$ cat src/rtl/parity_frame_serializer.sv
// parity_frame_serializer: takes a word on a valid/ready handshake and
// shifts it out MSB first, followed by one parity bit and IDLE_GAP idle cycles.
// Ports: clk, rst (sync, active-high); in_data/in_valid/in_ready word input;
//   ser_out/ser_valid serial stream; frame_start/frame_end bit markers; busy.
// Optional macro PARITY_SERIALIZER_ERRINJ_EN adds err_inj (sampled at accept,
//   inverts that frame's parity bit) and err_sent (pulses with that parity bit).
module parity_frame_serializer #(
  parameter int DATA_W     = 8,
  parameter int PARITY_ODD = 0,
  parameter int IDLE_GAP   = 1
) (
  input  logic              clk,
  input  logic              rst,
  input  logic [DATA_W-1:0] in_data,
  input  logic              in_valid,
`ifdef PARITY_SERIALIZER_ERRINJ_EN
  input  logic              err_inj,
  output logic              err_sent,
`endif
  output logic              in_ready,
  output logic              ser_out,
  output logic              ser_valid,
  output logic              frame_start,
  output logic              frame_end,
  output logic              busy
);

  localparam int CW = $clog2(DATA_W + 1);
  localparam int GW = (IDLE_GAP > 0) ? $clog2(IDLE_GAP + 1) : 1;

  typedef enum logic [1:0] {
    IDLE,
    DATA,
    PARITY,
    GAP
  } state_e;

  state_e            state_q, state_d;
  logic [DATA_W-1:0] shreg_q, shreg_d;
  logic [CW-1:0]     cnt_q, cnt_d;
  logic [GW-1:0]     gap_q, gap_d;
  logic              par_q, par_d;
  logic              so_q, so_d;
  logic              sv_q, sv_d;
  logic              fs_q, fs_d;
  logic              fe_q, fe_d;
  logic              busy_q, busy_d;
  logic              inj_in;
`ifdef PARITY_SERIALIZER_ERRINJ_EN
  logic              inj_q, inj_d;
  logic              es_q, es_d;
  assign inj_in = err_inj;
`else
  assign inj_in = 1'b0;
`endif

  always_comb begin
    state_d = state_q;
    shreg_d = shreg_q;
    cnt_d   = cnt_q;
    gap_d   = gap_q;
    par_d   = par_q;
    so_d    = 1'b0;
    sv_d    = 1'b0;
    fs_d    = 1'b0;
    fe_d    = 1'b0;
`ifdef PARITY_SERIALIZER_ERRINJ_EN
    inj_d   = inj_q;
    es_d    = 1'b0;
`endif
    unique case (state_q)
      IDLE: begin
        if (in_valid) begin
          state_d = DATA;
          // MSB leaves now; the register holds the remaining bits
          shreg_d = {in_data[DATA_W-2:0], 1'b0};
          cnt_d   = CW'(1);
          par_d   = (^in_data) ^ (PARITY_ODD != 0) ^ inj_in;
          so_d    = in_data[DATA_W-1];
          sv_d    = 1'b1;
          fs_d    = 1'b1;
`ifdef PARITY_SERIALIZER_ERRINJ_EN
          inj_d   = err_inj;
`endif
        end
      end
      DATA: begin
        sv_d = 1'b1;
        if (cnt_q >= CW'(DATA_W)) begin
          state_d = PARITY;
          cnt_d   = '0;
          so_d    = par_q;
          fe_d    = 1'b1;
`ifdef PARITY_SERIALIZER_ERRINJ_EN
          es_d    = inj_q;
`endif
        end else begin
          so_d    = shreg_q[DATA_W-1];
          shreg_d = shreg_q << 1;
          cnt_d   = cnt_q + CW'(1);
        end
      end
      PARITY: begin
`ifdef PARITY_SERIALIZER_ERRINJ_EN
        inj_d = 1'b0;
`endif
        if (IDLE_GAP > 0) begin
          state_d = GAP;
          gap_d   = GW'(1);
        end else begin
          state_d = IDLE;
        end
      end
      GAP: begin
        if (gap_q >= GW'(IDLE_GAP)) begin
          state_d = IDLE;
          gap_d   = '0;
        end else begin
          gap_d = gap_q + GW'(1);
        end
      end
      default: state_d = IDLE;
    endcase
    busy_d = (state_d != IDLE);
  end

  always_ff @(posedge clk) begin
    if (rst) begin
      state_q <= IDLE;
      shreg_q <= '0;
      cnt_q   <= '0;
      gap_q   <= '0;
      par_q   <= 1'b0;
      so_q    <= 1'b0;
      sv_q    <= 1'b0;
      fs_q    <= 1'b0;
      fe_q    <= 1'b0;
      busy_q  <= 1'b0;
`ifdef PARITY_SERIALIZER_ERRINJ_EN
      inj_q   <= 1'b0;
      es_q    <= 1'b0;
`endif
    end else begin
      state_q <= state_d;
      shreg_q <= shreg_d;
      cnt_q   <= cnt_d;
      gap_q   <= gap_d;
      par_q   <= par_d;
      so_q    <= so_d;
      sv_q    <= sv_d;
      fs_q    <= fs_d;
      fe_q    <= fe_d;
      busy_q  <= busy_d;
`ifdef PARITY_SERIALIZER_ERRINJ_EN
      inj_q   <= inj_d;
      es_q    <= es_d;
`endif
    end
  end

  assign in_ready    = (state_q == IDLE);
  assign ser_out     = so_q;
  assign ser_valid   = sv_q;
  assign frame_start = fs_q;
  assign frame_end   = fe_q;
  assign busy        = busy_q;
`ifdef PARITY_SERIALIZER_ERRINJ_EN
  assign err_sent    = es_q;
`endif

endmodule

$ cat config.mk
export PLATFORM = sky130hd
export DESIGN_NAME = parity_frame_serializer
export DESIGN_NICKNAME = d
export VERILOG_FILES = /design/src/rtl/parity_frame_serializer.sv
export SDC_FILE = /design/constraint.sdc
export NUM_CORES = 1
export LEC_CHECK = 0
export BUFFER_PORTS_ARGS = -buffer_cell sky130_fd_sc_hd__buf_4
export CAP_MARGIN = 40
export CORE_MARGIN = 2
export CORE_UTILIZATION = 49
export CTS_CLUSTER_SIZE = 14
export DETAILED_ROUTE_END_ITERATION = 10
export PLACE_DENSITY = 0.71
export SLEW_MARGIN = 20
export SYNTH_ARGS = -nofsm -noshare
export SYNTH_HDL_FRONTEND = slang
export SYNTH_SLANG_ARGS = --single-unit
$ cat constraint.sdc
create_clock -name clk -period 2.8 [get_ports clk]
set_input_delay 0.56 -clock clk [delete_from_list [all_inputs] [get_ports clk]]
set_output_delay 0.56 -clock clk [all_outputs]
set_load 0.005 [all_outputs]
### Word-level counts from Yosys, hierarchy flattened

Index checks and enable logic that the tools add are counted.

* register bits: 21
* word-level logic and storage cells: 49
* input bits: 11

* magnitude comparators: 2
* reduce and logical (&&, ||, !) cells: 10
* add/subtract/negate cells: 2
* bitwise operators: 2
* muxes and demuxes: 18
* equality and inequality tests: 5

Operators by type and width (number)
* $mux 8: 2
* $pmux 8 s2: 1
* $mux 4: 2
* $pmux 2 s4: 1
* $pmux 4 s2: 1
* $reduce_xor 8->1: 1
* $mux 2: 3
* $pmux 1 s2: 3
* $reduce_bool 2->1: 3
* $mux 1: 5
* $add 4x1->4 const B: 1
* $eq 2x2->1 const B: 2
* $ge 4x4->1 const B: 1
* $ne 2x2->1 const B: 2
* $reduce_and 2->1: 2
* $reduce_or 2->1: 2
* $reduce_and 3->1: 1
* $eq 2x1->1 const B: 1
* $logic_not 2->1: 1
* $not 1->1: 2
* $add 1x1->1 const B: 1
* $ge 1x1->1 const B: 1

### Depth between registers and ports, before layout

Gate-level depths: netlist of run 1.

* depth in word-level cells: 4
* mapped depth: 6
* mapped depth without buffers: 5

### Worst setup path after synthesis of run 1

OpenSTA, ideal clock, no wires.

* path type: input port to flip-flop
* start point: input rst
* end point: register so_q (netlist: ser_out)
* path buffers: 2
* setup slack: 1.490 ns
* stages: 3
* required time: 2.670 ns
* arrival: 1.180 ns
* cell sequence: clkbuf_1 clkbuf_1 nor3_1

RTL lines
* start, declared: line 13 `input logic rst,`
* end signal, assigned: line 134 `so_q <= 1'b0;`
* end signal, assigned: line 149 `so_q <= so_d;`
* end, declared: line 43 `logic so_q, so_d;`

No word-level cell between the ends.

### Final worst setup path of run 1

* start point: register state_q[1]
* end point: output in_ready

* word-level cells in the longest chain between the ends: 1

Ends and longest elaborated chain
* start, declared: line 38 `state_e state_q, state_d;`
* start signal, assigned: line 144 `state_q <= state_d;`
* $logic_not 2->1: line 161 `assign in_ready = (state_q == IDLE);`
* end, declared: line 20 `output logic in_ready,`

No other way between the ends.

==> flow_summary.toml, run 1 <==
[clocking]
cts_resized = 0
cts_setup_buffers = 0
cts-root-buf = "clkbuf_4"
clk_pin_slew_worst_paths_ps = 100
cts_buffer_depth = 2
cts_sinks = 20
clkLatencyLatePin_ps = 290
cts_max_level = 1
cts_tree = "built"
cts_buffers = 3
cts_hold_buffers = 0

[routing]
firstDrtPassIters = 4
drt-met1-wl_um = 799
dr.first_iter.drc_count = 12
via_count = 728
routed_wl_um = 1670
drc_errors = 0
routed.top_layer = "met4"
viasPerCell = 5.16
drtAntennaViolNets = 0
met3_length_um = 65
met2WireLength_um = 791
wl_per_cell_um = 11.9

[die]
std_cell_rows = 15
io_pins = 17
coreArea_mm2 = 0.00178
die_h_um = 48.2
die_w_um = 48.2
die_area_mm2 = 0.00232
start_util = 0.537

[setup_path]
r2r_end = "shreg_q[7]"
cp-startpoint = "state_q[1]"
cp_num_buf_inv = 1
rr_worst_depth = 3
crit_chain = "nor2_1, buf_4"
reg2reg_from = "state_q[1]"
r2r_slack_ps = 1210
path_delay_family = "flip-flops"
crit_arrival_ps = 1270
worstPathMaxFanout = 15
required_ps = 2240
worstSetupEndpointType = "output pin"
cpPeakStageDelay_ps = 620
crit_path_top_delay_cell = "dfxtp_1"
cp-start-kind = "flop"
crit_path_end = "in_ready"
cp.depth = 2
timing.setup.critical_path_class = "flop to output pin"

[placed_design]
hpwl_um = 1230
gp_congestion = 0.777
placed_cell_area_mm2 = 0.00107
io_buffers = 16

[global_routing]
gr-total-overflow = 0
grtUsageTotal = 0.178
grt_max_degree = 20
antenna_found_initial = 0
grt_pass1_vias = 652
grt_pass1_wl_um = 2840

[logic_synthesis]
synth_cell_types = 27
seq_area_frac_synth = 0.418
ys_warn_count = 0
syn_nets = 116
ys_seq_elements = 20
netlist_instances = 103
syn_area_um2 = 957
avgSynthCellArea_um2 = 9.29

[timing]
slew_headroom = 0.666
finalSetupViolCount = 0
fin_skew_ps = 4.76
hold_viol = 0
fin_setup_tns_ps = 0
rsz0062_at_grt = "false"
worstMarginPinSlew_ps = 501
drv_slew = 0
period_minus_slack_ps = 1830
fmax_ghz = 0.545
min_period_over_period = 0.655

[outcome]
outcome = "completed"

[layout]
area_growth_syn_to_layout_pct = 13.9
nets = 131
multiInputGateArea_um2 = 500
final_util = 0.611
diodes = 0
final_cell_area_mm2 = 0.00109
ff_latch_area_um2 = 400
drive_gt1_frac = 0.207
fillers = 160

[worst_hold_path]
hp-class = "flop to flop"
min_from = "cnt_q[0]"

[power_and_ir_drop]
leakagePower_nw = 0.452
power_density_mw_per_mm2 = 511
ir_worst_vdd_mv = 0.364

[flow_run]
maxCapViolations = 0
[worst register-to-register path, delay by kind of cell, from the launching register on]
family           cells  cell delay, ps
flip-flops           1             620
AND/OR/NAND/NOR      1             490
multiplexers         1             270
AO/OA/AOI/OAI        1              90
[per-layer routing]
metal / up-vias / track usage
met5: - / 0
met4: 0 / 0.0973
met3: 2 / 0.0222
met2: 14 / 0.279
met1: 330 / 0.236
li1: 382 / -
[power breakdown]
part           leakage [nW]  internal, W  switching [W]  total, W
Combinational         0.274    0.0000560      0.0000531  0.000109
Clock                0.0138    0.0000500      0.0000779  0.000128
Sequential            0.165     0.000305      0.0000149  0.000320
Total                 0.452     0.000411       0.000146  0.000557
[worst min-delay path by stage]
stage	to	slack, ps	cells past startpoint
3_3_place_gp	gap_q	480	1
2_1_floorplan	gap_q	460	1
3_5_place_dp	cnt_q[0]	490	2
6_report	cnt_q[0]	510	2
5_1_grt	cnt_q[0]	540	2
4_1_cts	cnt_q[0]	510	2
[state kept, by name (all words and copies together), names as in the netlist]
| signal | count |
|---|---|
| gap_q | 1 |
| ser_valid | 1 |
| shreg_q | 7 |
| cnt_q | 4 |
| frame_start | 1 |
| ser_out | 1 |
| busy | 1 |
| par_q | 1 |
| frame_end | 1 |
| state_q | 2 |
[synth_stat cells (all sizes together)]
master,n,area [um^2]
nand2,6,22.5
a22oi,1,7.51
a31oi,1,6.26
mux2,1,11.3
nor2,15,56.3
o21a,1,7.51
clkbuf,3,11.3
ha,2,25.0
mux2i,6,60.1
nor3b,1,7.51
a21oi,10,61.3
o21ai,1,5.00
xnor2,8,70.1
nor4,1,12.5
o21bai,1,7.51
inv,4,15.0
a311oi,1,8.76
nand3b,2,15.0
o31a,1,8.76
buf,3,30.0
nor3,2,10.0
a211oi,6,45.0
dfxtp,20,400
nand2b,6,52.6
[area by class of cell]
cell class,count,area share
inverters,4,0.0138
repair buffers,16,0.110
clock buffers,3,0.0207
flip-flops and latches,20,0.367
well taps,25,0.0287
multi-input cells,73,0.459
[cell families after synthesis]
kind of cell,Yosys count,synth area share
XOR/XNOR,8,0.0732
AO/OA/AOI/OAI,23,0.165
adder cells (fa/ha/maj),2,0.0261
buffers and inverters,10,0.0588
multiplexers,7,0.0745
AND/OR/NAND/NOR,33,0.184
flip-flops,20,0.418
[stage by stage]
stage / power [W] / instances / setup slack (ps) / hold slack, ps
after floorplan: 0.000407 / 103 / 1490 / 462
after global placement: 0.000435 / 138 / 1260 / 476
after detailed placement: 0.000436 / 138 / 1240 / 492
after CTS: 0.000564 / 141 / 980 / 506
after global routing: 0.000588 / 141 / 869 / 542
final: 0.000557 / 141 / 967 / 506
[cells in the final DEF (no fill, tap or decap), drive strengths merged]
master	synthesis	routed
dfxtp	20	20
buf	3	16
nor2	15	15
a21oi	10	10
xnor2	8	8
nand2	6	6
mux2i	6	6
a211oi	6	6
nand2b	6	6
inv	4	4
clkbuf	3	3
nor3	2	2
nand3b	2	2
ha	2	2
a31oi	1	1
o21a	1	1
a311oi	1	1
mux2	1	1
a22oi	1	1
o21bai	1	1
o31a	1	1
nor3b	1	1
o21ai	1	1
nor4	1	1
Power figures use the tool's default switching activity.
==> run 2, diff against run 1 <==
Settings changed: CORE_UTILIZATION 49 to 48, PLACE_DENSITY 0.71 to 0.73.
Clock period 2.8 ns to 1.5 ns, I/O delays scaled along.
==> flow_summary.toml, run 2 (synthesis gave the netlist of run 1 again) <==
[placed_design]
place_inst = 143
io_buffers = 16
hpwl_um = 1310
gp_congestion = 0.775

[flow_run]
maxCapViolations = 0

[timing]
fmax_ghz = 0.698
min_period_over_period = 0.956
fin_skew_ps = 3.34
slew_headroom = 0.764
worstMarginPinSlew_ps = 354
hold_slack_ps = 280
period_minus_slack_ps = 1430
hold_viol = 0
fin_setup_tns_ps = 0
drv_slew = 0
rsz0062_at_grt = "false"
finalSetupViolCount = 0

[setup_path]
worstPathMaxFanout = 14
cp.depth = 3
r2r_end = "shreg_q[3]"
path_delay_family = "buffers and inverters"
crit_chain = "buf_4, nor2_2, buf_4"
crit_path_top_delay_cell = "dfxtp_1"
crit_top_cell = "buf_4"
crit_arrival_ps = 1130
cpPeakStageDelay_ps = 320
cp_num_buf_inv = 2
cp-start-kind = "flop"
r2r_slack_ps = 170
reg2reg_from = "state_q[0]"
required_ps = 1200
rr_worst_depth = 4
worstSetupEndpointType = "output pin"
timing.setup.critical_path_class = "flop to output pin"

[routing]
viasPerCell = 5.12
dr.first_iter.drc_count = 11
drc_errors = 0
drtAntennaViolNets = 0
routed_wl_um = 1770
via_count = 747
firstDrtPassIters = 4
wl_per_cell_um = 12.1

[layout]
drive_gt1_frac = 0.235
regMostFlops = "shreg_q"
reg.largest.list = "shreg_q: 7 flops, cnt_q: 4 flops, state_q: 2 flops"
final_common_cell = "dfxtp_1"
finalNonFillerCells = 146
multiInputGateArea_um2 = 503
fillers = 173
diodes = 0
largest_reg_flops = 7
layout_common_cells = "dfxtp_1, buf_4, nor2_1"
area_growth_syn_to_layout_pct = 18.0
ff_latch_area_um2 = 400
nets = 134

[clocking]
cts_tree = "built"
cts_buffers = 3
cts-root-buf = "clkbuf_4"
clk_pin_slew_worst_paths_ps = 100
cts_buffer_depth = 2
cts_max_level = 1
cts_setup_buffers = 0
clkLatencyLatePin_ps = 300
cts_hold_buffers = 0
cts_sinks = 20

[die]
die_area_mm2 = 0.00237
die_h_um = 48.7
io_pins = 17
start_util = 0.498
std_cell_rows = 16
die_w_um = 48.7
coreArea_mm2 = 0.00192

[global_routing]
gr-total-overflow = 0
antenna_found_initial = 0
grt_pass1_wl_um = 3070
grt_max_degree = 20
grtUsageTotal = 0.168
grt_pass1_vias = 704

[power_and_ir_drop]
leakagePower_nw = 0.473
ir_worst_vdd_mv = 0.631
power_density_mw_per_mm2 = 942

[outcome]
outcome = "completed"

[worst_hold_path]
min_from = "in_valid"
min_path_cells = 2
holdPathEnd = "par_q"
hp-class = "input pin to flop"
==> run 2: power by group <==
| part | internal [W] | total (W) | switching [W] |
|---|---|---|---|
| Sequential | 0.000569 | 0.000594 | 0.0000245 |
| Combinational | 0.000116 | 0.000221 | 0.000105 |
| Clock | 0.0000937 | 0.000249 | 0.000155 |
==> run 2: cell type report <==
type	count	share of cell area
multi-input combinational	73	0.445
sequential	20	0.354
timing repair buffer	19	0.137
tap	27	0.0299
clock buffer	3	0.0199
inverter	4	0.0133
==> run 2: worst max path at each step <==
stage | startpoint | endpoint
floorplan | state_q[0] | shreg_q[4]
global placement | state_q[0] | shreg_q[7]
detailed placement | state_q[0] | shreg_q[6]
CTS | state_q[1] | in_ready
global route | state_q[1] | in_ready
finish | state_q[1] | in_ready
==> run 2: layer usage <==
| layer | part of all wire | vias to the layer above | wire length [um] | track usage |
|---|---|---|---|---|
| li1 | - | 383 | - | - |
| met5 | 0 | - | 0 | 0 |
| met4 | 0.036 | 0 | 63 | 0.114 |
| met2 | 0.47 | 12 | 831 | 0.269 |
| met1 | 0.47 | 345 | 828 | 0.213 |
| met3 | 0.027 | 7 | 48 | 0.0185 |
==> run 2: per-stage QoR <==
stage          power, W  utilization  instance area (um^2)  worst slack, ps
2_1_floorplan  0.000759            -                   957              367
3_3_place_gp   0.000820        0.575                  1100              272
3_5_place_dp   0.000828        0.575                  1100              230
4_1_cts         0.00108        0.588                  1130             70.1
5_1_grt         0.00112        0.588                  1130             19.3
6_report        0.00106        0.588                  1130             66.6
==> run 2: repair_timing <==
item	CTS	global route
setup endpoints to repair	1	0
resized for setup	1	0
hold endpoints to repair	0	0
